$ cat src/rtl/serial_nibble_receiver.sv
// -----------------------------------------------------------------------------
// serial_nibble_receiver
//
// Rebuilds parallel words from the serial stream produced by the upstream
// shifting register. A frame is a start bit (1), WIDTH data bits, an optional
// even-parity bit and a stop bit (0); the idle line is low.
//
// Optional feature macro: SERIAL_RX_PARITY_EN
//   When defined, a PARITY state is inserted between DATA and STOP and the
//   PARITY_ERR output is added.
//
// Ports:
//   CLK        in   system clock, rising edge
//   RESET      in   asynchronous active-high reset
//   ENB        in   sample enable; the FSM advances only when ENB=1
//   DIR        in   bit order, 0 = MSB first, 1 = LSB first (latched per frame)
//   S_IN       in   serial data
//   Q          out  last good word received
//   VALID      out  one-cycle strobe when Q updates
//   FRAME_ERR  out  last completed frame had a bad stop bit (sticky)
//   BUSY       out  FSM is not idle
//   WORD_CNT   out  count of good frames, wraps
//   PARITY_ERR out  last frame with a good stop bit had bad parity
//                   (only with SERIAL_RX_PARITY_EN)
// -----------------------------------------------------------------------------
module serial_nibble_receiver #(
    parameter int WIDTH = 4,
    parameter int CNT_W = 8
) (
    input  logic             CLK,
    input  logic             RESET,
    input  logic             ENB,
    input  logic             DIR,
    input  logic             S_IN,
    output logic [WIDTH-1:0] Q,
    output logic             VALID,
    output logic             FRAME_ERR,
    output logic             BUSY,
    output logic [CNT_W-1:0] WORD_CNT
`ifdef SERIAL_RX_PARITY_EN
    ,
    output logic             PARITY_ERR
`endif
);

    localparam logic [1:0] ST_IDLE   = 2'd0;
    localparam logic [1:0] ST_DATA   = 2'd1;
`ifdef SERIAL_RX_PARITY_EN
    localparam logic [1:0] ST_PARITY = 2'd2;
`endif
    localparam logic [1:0] ST_STOP   = 2'd3;

    // Index of the final data bit; WIDTH is at most 8 so four bits suffice.
    localparam logic [3:0] LAST_BIT  = 4'(WIDTH - 1);

`ifdef SERIAL_RX_PARITY_EN
    // Even parity over the data word: 1 when the data has an odd number of ones.
    function automatic logic even_parity(input logic [WIDTH-1:0] data);
        return ^data;
    endfunction
`endif

    logic [1:0]       state_q,   state_d;
    logic [WIDTH-1:0] buf_q,     buf_d;
    logic [3:0]       bit_cnt_q, bit_cnt_d;
    logic             dir_q,     dir_d;
    logic [WIDTH-1:0] q_q,       q_d;
    logic             valid_q,   valid_d;
    logic             ferr_q,    ferr_d;
    logic             busy_q,    busy_d;
    logic [CNT_W-1:0] cnt_q,     cnt_d;
`ifdef SERIAL_RX_PARITY_EN
    logic             perr_q,    perr_d;
    logic             par_bad_q, par_bad_d;
`endif

    // Next-state and datapath logic for the receive FSM.
    always_comb begin
        state_d   = state_q;
        buf_d     = buf_q;
        bit_cnt_d = bit_cnt_q;
        dir_d     = dir_q;
        q_d       = q_q;
        valid_d   = 1'b0;          // strobe lasts one edge and never stretches
        ferr_d    = ferr_q;
        cnt_d     = cnt_q;
`ifdef SERIAL_RX_PARITY_EN
        perr_d    = perr_q;
        par_bad_d = par_bad_q;
`endif
        if (ENB) begin
            case (state_q)
                ST_IDLE: begin
                    if (S_IN) begin
                        state_d   = ST_DATA;
                        bit_cnt_d = 4'd0;
                        dir_d     = DIR;   // bit order is fixed for the whole frame
`ifdef SERIAL_RX_PARITY_EN
                        par_bad_d = 1'b0;
`endif
                    end else begin
                        state_d = ST_IDLE;
                    end
                end
                ST_DATA: begin
                    if (dir_q) begin
                        buf_d = {S_IN, buf_q[WIDTH-1:1]};
                    end else begin
                        buf_d = {buf_q[WIDTH-2:0], S_IN};
                    end
                    if (bit_cnt_q == LAST_BIT) begin
`ifdef SERIAL_RX_PARITY_EN
                        state_d = ST_PARITY;
`else
                        state_d = ST_STOP;
`endif
                    end else begin
                        bit_cnt_d = bit_cnt_q + 4'd1;
                    end
                end
`ifdef SERIAL_RX_PARITY_EN
                ST_PARITY: begin
                    // Remember the mismatch; it is acted on only if the stop bit is good.
                    par_bad_d = even_parity(buf_q) ^ S_IN;
                    state_d   = ST_STOP;
                end
`endif
                ST_STOP: begin
                    // A high stop bit is never reused as a start bit.
                    state_d = ST_IDLE;
                    if (!S_IN) begin
`ifdef SERIAL_RX_PARITY_EN
                        if (par_bad_q) begin
                            perr_d = 1'b1;
                        end else begin
                            q_d     = buf_q;
                            valid_d = 1'b1;
                            cnt_d   = cnt_q + CNT_W'(1);
                            ferr_d  = 1'b0;
                            perr_d  = 1'b0;
                        end
`else
                        q_d     = buf_q;
                        valid_d = 1'b1;
                        cnt_d   = cnt_q + CNT_W'(1);
                        ferr_d  = 1'b0;
`endif
                    end else begin
                        ferr_d = 1'b1;
                    end
                end
                default: begin
                    state_d = ST_IDLE;
                end
            endcase
        end else begin
            state_d = state_q;     // gated edge: everything holds, strobe drops
        end
        busy_d = (state_d != ST_IDLE);
    end

    // State and output registers with asynchronous reset.
    always_ff @(posedge CLK or posedge RESET) begin
        if (RESET) begin
            state_q   <= ST_IDLE;
            buf_q     <= '0;
            bit_cnt_q <= 4'd0;
            dir_q     <= 1'b0;
            q_q       <= '0;
            valid_q   <= 1'b0;
            ferr_q    <= 1'b0;
            busy_q    <= 1'b0;
            cnt_q     <= '0;
`ifdef SERIAL_RX_PARITY_EN
            perr_q    <= 1'b0;
            par_bad_q <= 1'b0;
`endif
        end else begin
            state_q   <= state_d;
            buf_q     <= buf_d;
            bit_cnt_q <= bit_cnt_d;
            dir_q     <= dir_d;
            q_q       <= q_d;
            valid_q   <= valid_d;
            ferr_q    <= ferr_d;
            busy_q    <= busy_d;
            cnt_q     <= cnt_d;
`ifdef SERIAL_RX_PARITY_EN
            perr_q    <= perr_d;
            par_bad_q <= par_bad_d;
`endif
        end
    end

    assign Q          = q_q;
    assign VALID      = valid_q;
    assign FRAME_ERR  = ferr_q;
    assign BUSY       = busy_q;
    assign WORD_CNT   = cnt_q;
`ifdef SERIAL_RX_PARITY_EN
    assign PARITY_ERR = perr_q;
`endif

endmodule

$ cat config.mk
export PLATFORM = sky130hd
export DESIGN_NAME = serial_nibble_receiver
export DESIGN_NICKNAME = d
export VERILOG_FILES = /design/src/rtl/serial_nibble_receiver.sv
export SDC_FILE = /design/constraint.sdc
export NUM_CORES = 1
export LEC_CHECK = 0
export ABC_AREA = 1
export BUFFER_PORTS_ARGS = -buffer_cell sky130_fd_sc_hd__buf_2
export CAP_MARGIN = 20
export CELL_PAD_IN_SITES_DETAIL_PLACEMENT = 2
export CELL_PAD_IN_SITES_GLOBAL_PLACEMENT = 2
export CORE_MARGIN = 2
export CORE_UTILIZATION = 35
export DETAILED_ROUTE_END_ITERATION = 6
export PLACE_DENSITY_LB_ADDON = 0.2
export SYNTH_ARGS = -nofsm -noshare
export SYNTH_HDL_FRONTEND = slang
export SYNTH_SLANG_ARGS = --single-unit
$ cat constraint.sdc
create_clock -name CLK -period 2.1 [get_ports CLK]
set_input_delay 0.42 -clock CLK [delete_from_list [all_inputs] [get_ports CLK]]
set_output_delay 0.42 -clock CLK [all_outputs]
set_load 0.005 [all_outputs]
==> out/results.tsv, run 1 <==
metric	value	unit
Max Root-Sink Buffers	2	
Cell Chain, Critical Path	inv_1, nand2_2, nor2_2, nand2_2, nand2_2, nand2_1, nand2_1	
I/O Pins	20	
Ant. Diodes	0	
layout cells sized above 1	0.2202	
post-route ant nets	0	
initial antenna violation count	0	
post-CTS setup buffers	0	
cell family with most CP delay	simple AND/OR/NAND/NOR gates	
grt total ovfl	0	
clock sink count	26	
Register-to-Register Path Depth	7	
Die Ht	64.74	um
Post-Syn Nets	156	
Initial DRC Count	55	
largest net degree at the start of global routing	27	
Initial DRT Pass Iterations	4	
DIE WIDTH	64.74	um
Clk pin slew, worst setup/hold paths	0.09	ns
Routability Congestion	0.7877	
status	completed	
Final min period	1.507	ns
Tcrit/Tclk final	0.7177	
leakage	0.7563	nW
initial core utilization	0.3581	
crit path kind	reg2reg	
clock latency on the worst-skew pair	0.27	ns
CTS Hold Bufs	0	
slowest CP cell	dfrtp_1	
RR Startpoint	state_q[1]$_DFF_PP0_	
Via Count	1020	
WL per Instance	13.68	um
post-synthesis cell count	149	
WL final	2954	um
row cnt	22	
RR Endpoint	bit_cnt_q[3]$_DFFE_PP0P_	
Max IR drop VDD	0.5393	mV
crit path max fanout	12	
worst-case headroom to the max-slew limit	0.6512	
worst hold-check path type	in2async	
Total Routing Usage GR	0.1662	
CP bufs+invs	1	
synthesized area	0.001291	mm2
slew at the pin closest to its max-slew limit	0.5218	ns
pwr/cell area	1196	mW/mm2
Slowest Stage Delay on Critical Path	0.43	ns
synthesized flop and latch total	26	
post-synth top area cell	dfrtp_1	
Final Hold Fails	0	
Crit. End Element	flip-flop	
number of vias per cell	4.722	
Die ar.	0.004191	mm2
register area share after synthesis	0.5039	
CP Data Required Time	2.31	ns
Setup Total Neg Slack	0	ns
Synth area leaders	dfrtp_1 50%, nand2_1 14%, inv_1 5.2%	
Setup Skew	0.002179	ns
Max Clk Rate	663.5	MHz
max-cap violations	0	
fin nets	177	
PortBufs	19	
YS warnings	0	
Core Util, Final	0.4022	
unique cell type count in the Yosys netlist	22	
Mean Syn Cell Area	8.666	um2
# setup viols final	0	
DRC viols	0	
post-cts repair resize count	0	
Detailed Place HPWL	2323	um
H-tree Lvls	1	
Layout area overhead	12.31	%
RSZ-0062 raised after global routing	false	
Synth top area share	0.5039	
CTS Buf Count	3	
WP data arrival	1.72	ns
Clk Tree Root Cell	clkbuf_8	
TritonCTS clock tree	built	
Setup crit start kind	flip-flop	
number of global-route vias before repair	1135	
Final Slew Violations	0	
first-pass GRT wire length	5485	um
Critical Path Most Common Cell	nand2_2	
core area	0.003606	mm2
r2r setup slk	0.59	ns
-- Yosys cell counts (all sizes together) --
cell type,number
a21oi,4
buf,4
dfrtp,26
ha,2
inv,19
nand2,52
nand3,12
nand4,2
nor2,8
o211ai,4
o21ai,11
o22ai,1
xnor2,2
xor2,2
-- power by group --
part | total, W | internal [W] | switching, W
registers | 0.000830 | 0.000675 | 0.000155
logic | 0.000628 | 0.000241 | 0.000386
clock network | 0.000278 | 0.000128 | 0.000149
total | 0.00173 | 0.00104 | 0.000690
-- stage by stage --
step	cells	setup WS (ns)	instance area [um2]	hold WS, ns	power (W)
2_1_floorplan	149	0.9924	1291	0.4600	0.001290
3_3_place_gp	213	0.5875	1409	0.4603	0.001433
3_5_place_dp	213	0.5798	1409	0.4667	0.001484
4_1_cts	216	0.5838	1450	0.2079	0.001774
5_1_grt	216	0.4232	1450	0.2153	0.001922
6_report	216	0.5929	1450	0.2009	0.001735
-- metal layers --
metal | wire (um) | up-vias | global-route usage
met5 | 0 | - | 0
met4 | 38 | 0 | 0.04787
met3 | 84 | 5 | 0.03125
met2 | 1485 | 16 | 0.2912
met1 | 1344 | 489 | 0.2075
li1 | - | 510 | -
-- final cells by class --
type | instances | area, um2
fill | 425 | 2156
sequential | 26 | 650.6
multi-input combinational | 100 | 524.3
timing repair buffer | 20 | 102.6
inverter | 19 | 71.32
tap | 48 | 60.06
clock buffer | 3 | 41.29
-- cells in the final DEF (no fill, tap or decap) --
cell | Yosys | routed
o211ai_1 | 4 | 4
inv_2 | 1 | 1
a21oi_1 | 4 | 4
nand2_2 | 3 | 3
nand3_2 | 1 | 1
buf_4 | 0 | 1
o21ai_0 | 7 | 7
nor2_1 | 5 | 5
nand2_4 | 1 | 1
xnor2_2 | 1 | 1
clkbuf_8 | 0 | 3
buf_2 | 0 | 19
inv_1 | 18 | 18
nand4_1 | 2 | 2
xor2_1 | 2 | 2
nand3_1 | 11 | 11
nand2_1 | 48 | 48
ha_1 | 2 | 2
o22ai_1 | 1 | 1
dfrtp_1 | 26 | 26
o21ai_2 | 4 | 4
nor2_2 | 2 | 2
nor2_4 | 1 | 1
xnor2_1 | 1 | 1
-- worst register-to-register path, delay by kind of cell (launching register included) --
family                 cells  cell delay (ns)
buffers and inverters      1             0.14
and+or+nand+nor            6             0.89
DFF                        1             0.43
-- how the worst max path moves through the flow --
stage,cells after the start,end,startpoint,slack (ns)
floorplan,6,bit_cnt_q[2]$_DFFE_PP0P_,bit_cnt_q[0]$_DFFE_PP0P_,0.99
CTS,7,bit_cnt_q[3]$_DFFE_PP0P_,state_q[1]$_DFF_PP0_,0.58
finish,7,bit_cnt_q[3]$_DFFE_PP0P_,state_q[1]$_DFF_PP0_,0.59
global placement,6,Q[2]$_DFFE_PP0P_,ENB,0.59
detailed placement,5,WORD_CNT[2]$_DFFE_PP0P_,ENB,0.58
global route,7,bit_cnt_q[2]$_DFFE_PP0P_,state_q[1]$_DFF_PP0_,0.42
-- state kept, by name, indices dropped and copies added, names as in the netlist --
signal     count
FRAME_ERR      1
dir_q          1
bit_cnt_q      4
VALID          1
WORD_CNT       8
Q              4
state_q        2
BUSY           1
buf_q          4
-- cells by family (layout without fill, tap and decap cells) --
family | after synthesis | in the layout | synth area share
buffers and inverters | 23 | 42 | 0.09011
adders and majority gates | 2 | 2 | 0.01938
xor gates and xnor gates | 4 | 4 | 0.03295
AOI/OAI and AO/OA | 20 | 20 | 0.09787
and+or+nand+nor | 74 | 74 | 0.2558
DFF | 26 | 26 | 0.5039
Note: power is estimated with default switching activity, not from simulation.
==> run 2, diff against run 1 <==
--- a/config.mk
+++ b/config.mk
@@ -5,13 +5,13 @@
 export SDC_FILE = /design/constraint.sdc
 export NUM_CORES = 1
 export LEC_CHECK = 0
-export ABC_AREA = 1
+export ABC_AREA = 0
 export BUFFER_PORTS_ARGS = -buffer_cell sky130_fd_sc_hd__buf_2
 export CAP_MARGIN = 20
 export CELL_PAD_IN_SITES_DETAIL_PLACEMENT = 2
 export CELL_PAD_IN_SITES_GLOBAL_PLACEMENT = 2
 export CORE_MARGIN = 2
-export CORE_UTILIZATION = 35
+export CORE_UTILIZATION = 34
 export DETAILED_ROUTE_END_ITERATION = 6
 export PLACE_DENSITY_LB_ADDON = 0.2
 export SYNTH_ARGS = -nofsm -noshare
==> constraint.sdc (replaced) <==
create_clock -name CLK -period 1.5 [get_ports CLK]
set_input_delay 0.3 -clock CLK [delete_from_list [all_inputs] [get_ports CLK]]
set_output_delay 0.3 -clock CLK [all_outputs]
set_load 0.005 [all_outputs]
==> run 2 against run 1 <==
Effect of this change:
- register-to-register slack lost 0.55 ns
- die area shrank 8.4%
- largest power group unchanged
- worst hold slack lost 0.0073 ns
- critical endpoint is now bit_cnt_q[1]$_DFFE_PP0P_
- first-iteration DRC count shrank 71%
==> out/results.tsv, run 2 <==
metric	value	unit	change
TritonCTS clock tree	built		unchanged
ys flop type	dfrtp_1		unchanged
initial antenna violation count	0		unchanged
pwr/cell area	1567	mW/mm2	was 1196 mW/mm2
# setup viols final	0		unchanged
post-synth top area cell	dfrtp_1		unchanged
count leader, synth	dfrtp_1		was nand2_1
simple-gate share of the synthesized area	0.1873		was 0.2558
Initial DRC Count	16		was 55
Setup crit start kind	flip-flop		unchanged
Adder-Cell Fraction of Synth Area	0.02191		was 0.01938
Cells after DPL	173		was 213
post-synthesis mux area share	0.07338		was 0
Final Hold Fails	0		unchanged
worst hold-check path type	in2reg		was in2async
largest net degree at the start of global routing	15		was 27
non-filler cells, final	179		was 216
fin nets	141		was 177
number of global-route vias before repair	895		was 1135
max-cap violations	0		unchanged
register area share after synthesis	0.5696		was 0.5039
async set or reset register ratio after synthesis	1.000		unchanged
core area	0.003284	mm2	was 0.003606 mm2
Initial DRT Pass Iterations	2		was 4
Detailed Place HPWL	2008	um	was 2323 um
YS warnings	0		unchanged
CP Data Required Time	1.74	ns	was 2.31 ns
crit path max fanout	6		was 12
area occupied by multi-input gates	484.2	um2	was 524.3 um2
post-route ant nets	0		unchanged
H-tree Lvls	1		unchanged
CTS Buf Count	3		unchanged
PortBufs	19		unchanged
main combinational cell family by area after synthesis	simple AND/OR/NAND/NOR gates		unchanged
crit path kind	reg2reg		unchanged
Clk Tree Root Cell	clkbuf_4		was clkbuf_8
Mean Syn Cell Area	11.09	um2	was 8.666 um2
WP data arrival	1.70	ns	was 1.72 ns
Synth area leaders	dfrtp_1 57%, nand2_1 7.2%, mux2i_1 4.4%		was dfrtp_1 50%, nand2_1 14%, inv_1 5.2%
Layout area overhead	24.32	%	was 12.31%
DIE WIDTH	61.97	um	was 64.74 um
register area	650.6	um2	unchanged
WL final	2506	um	was 2954 um
final cell area excluding filler cells	0.001420	mm2	was 0.001450 mm2
max FFs per register	8		unchanged
Via Count	859		was 1020
grt total ovfl	0		unchanged
Final Slew Violations	0		unchanged
Tcrit/Tclk final	0.9740		was 0.7177
layout cells sized above 1	0.3233		was 0.2202
Post-Syn Nets	110		was 156
Post-synth EDFFs	0		unchanged
WL per Instance	14.00	um	was 13.68 um
post-synthesis cell count	103		was 149
placed cell areas	0.001336	mm2	was 0.001409 mm2
Crit. End Element	flip-flop		unchanged
leading cell type in the layout, fill and taps excluded	dfrtp_1		was nand2_1
Final min period	1.461	ns	was 1.507 ns
number of vias per cell	4.799		was 4.722
Routability Congestion	0.7720		was 0.7877
worst-case headroom to the max-slew limit	0.7603		was 0.6512
leakage	0.7226	nW	was 0.7563 nW
Max Root-Sink Buffers	2		unchanged
DRC viols	0		unchanged
synthesized area	0.001142	mm2	was 0.001291 mm2
clock sink count	26		unchanged
Die ar.	0.003840	mm2	was 0.004191 mm2
setup slack after layout	0.03898	ns	was 0.5929 ns
unique cell type count in the Yosys netlist	29		was 22
Synth Area in Compound Gates	0.06134		was 0.09787
Synth top cells by count	26 x dfrtp_1, 22 x nand2_1, 7 x o21ai_0		was 48 x nand2_1, 26 x dfrtp_1, 18 x inv_1
Ant. Diodes	0		unchanged
Max IR drop VDD	0.6265	mV	was 0.5393 mV
Max Clk Rate	684.5	MHz	was 663.5 MHz
status	completed		unchanged
Die Ht	61.97	um	was 64.74 um
row cnt	21		was 22
Setup Skew	0.002810	ns	was 0.002179 ns
first-pass GRT wire length	4084	um	was 5485 um
Synth top area share	0.5696		was 0.5039
clock latency on the worst-skew pair	0.33	ns	was 0.27 ns
commonest non-fill, non-tap cells in the layout	26 x dfrtp_1, 22 x nand2_1, 19 x buf_2		was 48 x nand2_1, 26 x dfrtp_1, 19 x buf_2
Clk pin slew, worst setup/hold paths	0.14	ns	was 0.09 ns
RSZ-0062 raised after global routing	true		was false
synthesized flop and latch total	26		unchanged
pre-CTS WS	-0.008989	ns	was 0.5798 ns
initial core utilization	0.3478		was 0.3581
fraction of synthesized cell area in xor and xnor cells	0.05367		was 0.03295
FILL cells	358		was 425
Total Routing Usage GR	0.1515		was 0.1662
slew at the pin closest to its max-slew limit	0.3592	ns	was 0.5218 ns
I/O Pins	20		unchanged
## run 2: logic make-up (layout without fill, tap and decap cells)
logic type,Yosys count,in the layout
simple gates,39,39
flops,26,26
compound gates,13,13
mux,8,8
buf+inv,8,38
xor+xnor,7,7
fa+ha+maj,2,2
## run 2: timing repair
action                                  CTS  global route
hold buffers                              1             0
gates resized for setup                   1             5
pin swaps                                 0             1
endpoints found under the setup margin    1             2
hold endpoints to repair                  8             0
setup buffers                             0             1
## run 2: layout make-up
type	count	area share
Sequential cell	26	0.4582
Inverter	5	0.01322
Clock buffer	4	0.02555
Tap cell	46	0.04053
Multi-Input combinational cell	69	0.3410
Timing Repair Buffer	29	0.1216
## run 2: through the flow
step	setup TNS (ns)	power [W]	util	hold WS (ns)
final	0	0.002225	0.4324	0.1936
after floorplan	0	0.001501	-	0.3400
after CTS	0	0.002206	0.4229	0.1769
after global routing	-0.07004	0.002426	0.4324	0.1828
after detailed placement	-0.008989	0.001829	0.4069	0.2907
after global placement	0	0.001760	0.4069	0.2830
## run 2: final timing paths
kind | start | end | slack, ns | depth (start not counted)
worst max-delay path | state_q[1]$_DFF_PP0_ | bit_cnt_q[1]$_DFFE_PP0P_ | 0.04 | 3
worst min-delay path | DIR | dir_q$_DFFE_PP0P_ | 0.19 | 2
worst max register to register | state_q[1]$_DFF_PP0_ | bit_cnt_q[1]$_DFFE_PP0P_ | 0.04 | 3
worst min register to register | WORD_CNT[7]$_DFFE_PP0P_ | WORD_CNT[7]$_DFFE_PP0P_ | 0.47 | 1
max in group asynchronous | RESET | state_q[0]$_DFF_PP0_ | 0.59 | 4
min in group asynchronous | RESET | WORD_CNT[1]$_DFFE_PP0P_ | 0.45 | 3
## run 2: critical path: stages, from the launching register on
cell and delay (ns):
dfrtp_1 0.46, nand3b_1 0.31, a31oi_2 0.28, mux2_4 0.32
## run 2: power breakdown
group / switching (W) / internal, W / total, W
Sequential: 0.000217 / 0.000915 / 0.00113
Combinational: 0.000321 / 0.000410 / 0.000731
Clock: 0.000214 / 0.000149 / 0.000363
## run 2: routing by layer
layer | routed length (um) | GRT usage | vias to the layer above
li1 | - | - | 409
met1 | 1031 | 0.1688 | 426
met2 | 1338 | 0.2723 | 18
met3 | 80 | 0.02484 | 6
met4 | 56 | 0.08207 | 0
met5 | 0 | 0 | -
==> run 3, diff against run 2 <==
--- a/config.mk
+++ b/config.mk
@@ -11,7 +11,8 @@
 export CELL_PAD_IN_SITES_DETAIL_PLACEMENT = 2
 export CELL_PAD_IN_SITES_GLOBAL_PLACEMENT = 2
 export CORE_MARGIN = 2
-export CORE_UTILIZATION = 34
+export CORE_UTILIZATION = 37
+export CTS_BUF_LIST = sky130_fd_sc_hd__clkbuf_4
 export DETAILED_ROUTE_END_ITERATION = 6
 export PLACE_DENSITY_LB_ADDON = 0.2
 export SYNTH_ARGS = -nofsm -noshare
==> run 3 against run 2 <==
Effect of this change:
- clock power up 33%
- worst setup slack improved by 0.052 ns
- sequential share of layout area is 1.7 points higher
- critical endpoint is now bit_cnt_q[2]$_DFFE_PP0P_
==> out/results.tsv, run 3 (synthesis results as in run 2) <==
metric	value	unit	change
status	completed		unchanged
Final Slew Violations	0		unchanged
worst hold-check path type	in2async		was in2reg
Slowest Stage Delay on Critical Path	0.51	ns	was 0.46 ns
WL per Instance	15.23	um	was 14.00 um
PortBufs	19		unchanged
row cnt	20		was 21
max-cap violations	0		unchanged
leading cell type in the layout, fill and taps excluded	dfrtp_1		unchanged
Crit. End Element	flip-flop		unchanged
Initial DRT Pass Iterations	4		was 2
Setup Total Neg Slack	0	ns	unchanged
CP Data Required Time	1.76	ns	was 1.74 ns
Max Root-Sink Buffers	2		unchanged
max FFs per register	8		unchanged
post-route ant nets	0		unchanged
DRC viols	0		unchanged
worst-case headroom to the max-slew limit	0.7339		was 0.7603
WP data arrival	1.67	ns	was 1.70 ns
Total Routing Usage GR	0.1566		was 0.1515
CTS Buf Count	3		unchanged
Die Ht	59.57	um	was 61.97 um
Final min period	1.409	ns	was 1.461 ns
Final Hold Fails	0		unchanged
WL final	2483	um	was 2506 um
number of vias per cell	5.252		was 4.799
Detailed Place HPWL	1923	um	was 2008 um
DIE WIDTH	59.57	um	was 61.97 um
initial core utilization	0.3804		was 0.3478
leakage	0.7096	nW	was 0.7226 nW
final cell area excluding filler cells	0.001369	mm2	was 0.001420 mm2
TritonCTS clock tree	built		unchanged
Routability Congestion	0.7719		was 0.7720
Die ar.	0.003548	mm2	was 0.003840 mm2
largest net degree at the start of global routing	27		was 15
initial antenna violation count	0		unchanged
Cells after DPL	158		was 173
Max Clk Rate	709.8	MHz	was 684.5 MHz
Setup crit start kind	flip-flop		unchanged
commonest non-fill, non-tap cells in the layout	26 x dfrtp_1, 22 x nand2_1, 19 x buf_2		unchanged
clock sink count	26		unchanged
fin nets	138		was 141
Setup Skew	0.006219	ns	was 0.002810 ns
placed cell areas	0.001305	mm2	was 0.001336 mm2
non-filler cells, final	163		was 179
pwr/cell area	1676	mW/mm2	was 1567 mW/mm2
H-tree Lvls	1		unchanged
grt total ovfl	0		unchanged
RSZ-0062 raised after global routing	false		was true
Ant. Diodes	0		unchanged
Clk pin slew, worst setup/hold paths	0.14	ns	about the same
layout cells sized above 1	0.2923		was 0.3233
Clk Tree Root Cell	clkbuf_4		unchanged
# setup viols final	0		unchanged
first-pass GRT wire length	4098	um	was 4084 um
Cell Chain, Critical Path	ha_1, inv_1, or4_1, a21oi_2		was nand3b_1, a31oi_2, mux2_4
Layout area overhead	19.82	%	was 24.32%
core area	0.003003	mm2	was 0.003284 mm2
Tcrit/Tclk final	0.9392		was 0.9740
slew at the pin closest to its max-slew limit	0.3939	ns	was 0.3592 ns
clock latency on the worst-skew pair	0.32	ns	was 0.33 ns
I/O Pins	20		unchanged
slowest CP cell	or4_1		was dfrtp_1
Via Count	856		was 859
crit path max fanout	4		was 6
Initial DRC Count	20		was 16
number of global-route vias before repair	903		was 895
crit path kind	reg2reg		unchanged
Max IR drop VDD	0.5999	mV	was 0.6265 mV
## run 3: critical path: cells and delay by family (launching register included)
family / cells / cell delay [ns]
simple gates: 1 / 0.51
buf+inv: 1 / 0.07
compound gates: 1 / 0.14
flops: 1 / 0.42
fa+ha+maj: 1 / 0.19
## run 3: final cells by class
cell class / count / area, um2
timing repair buffer: 26 / 147.6
multi-input combinational: 69 / 457.9
clock inverter: 1 / 30.03
inverter: 5 / 18.77
tap: 33 / 41.29
sequential: 26 / 650.6
clock buffer: 3 / 22.52
fill: 322 / 1634
## run 3: per-stage QoR
stage / worst slack [ns] / hold WS (ns) / total power, W / util
finish: 0.09117 / 0.006844 / 0.002294 / 0.4558
global route: 0.005848 / 0.01865 / 0.002461 / 0.4558
CTS: 0.06851 / 0.01456 / 0.002315 / 0.4521
detailed placement: 0.07920 / 0.3915 / 0.001824 / 0.4346
global placement: 0.1275 / 0.3717 / 0.001749 / 0.4346
floorplan: 0.1740 / 0.3400 / 0.001501 / -
## run 3: path summary, 6_finish.rpt
check / end / slack [ns] / start / cells after the start
min in group CLK: dir_q$_DFFE_PP0P_ / 0.19 / DIR / 2
worst max-delay path: bit_cnt_q[2]$_DFFE_PP0P_ / 0.09 / bit_cnt_q[0]$_DFFE_PP0P_ / 4
max in group asynchronous: state_q[1]$_DFF_PP0_ / 1.24 / RESET / 3
worst min register to register: WORD_CNT[7]$_DFFE_PP0P_ / 0.48 / WORD_CNT[7]$_DFFE_PP0P_ / 1
worst max register to register: bit_cnt_q[2]$_DFFE_PP0P_ / 0.09 / bit_cnt_q[0]$_DFFE_PP0P_ / 4
worst min-delay path: BUSY$_DFF_PP0_ / 0.007 / RESET / 3
## run 3: repair_timing
action,CTS,global route
setup buffers,0,1
setup endpoints to repair,0,1
gates resized for setup,0,1
hold buffers,0,0
## run 3: layer usage
layer | track usage | up-vias | share of wire
met5 | 0 | - | 0
met4 | 0.06032 | 0 | 0.018
met3 | 0.02620 | 4 | 0.024
met2 | 0.2841 | 16 | 0.52
met1 | 0.1822 | 431 | 0.44
li1 | - | 405 | -
## run 3: power by group
group	leakage (nW)	switching, W	internal, W
combinational	0.344	0.000323	0.000369
sequential	0.337	0.000205	0.000915
clock	0.0279	0.000213	0.000270
total	0.710	0.000741	0.00155
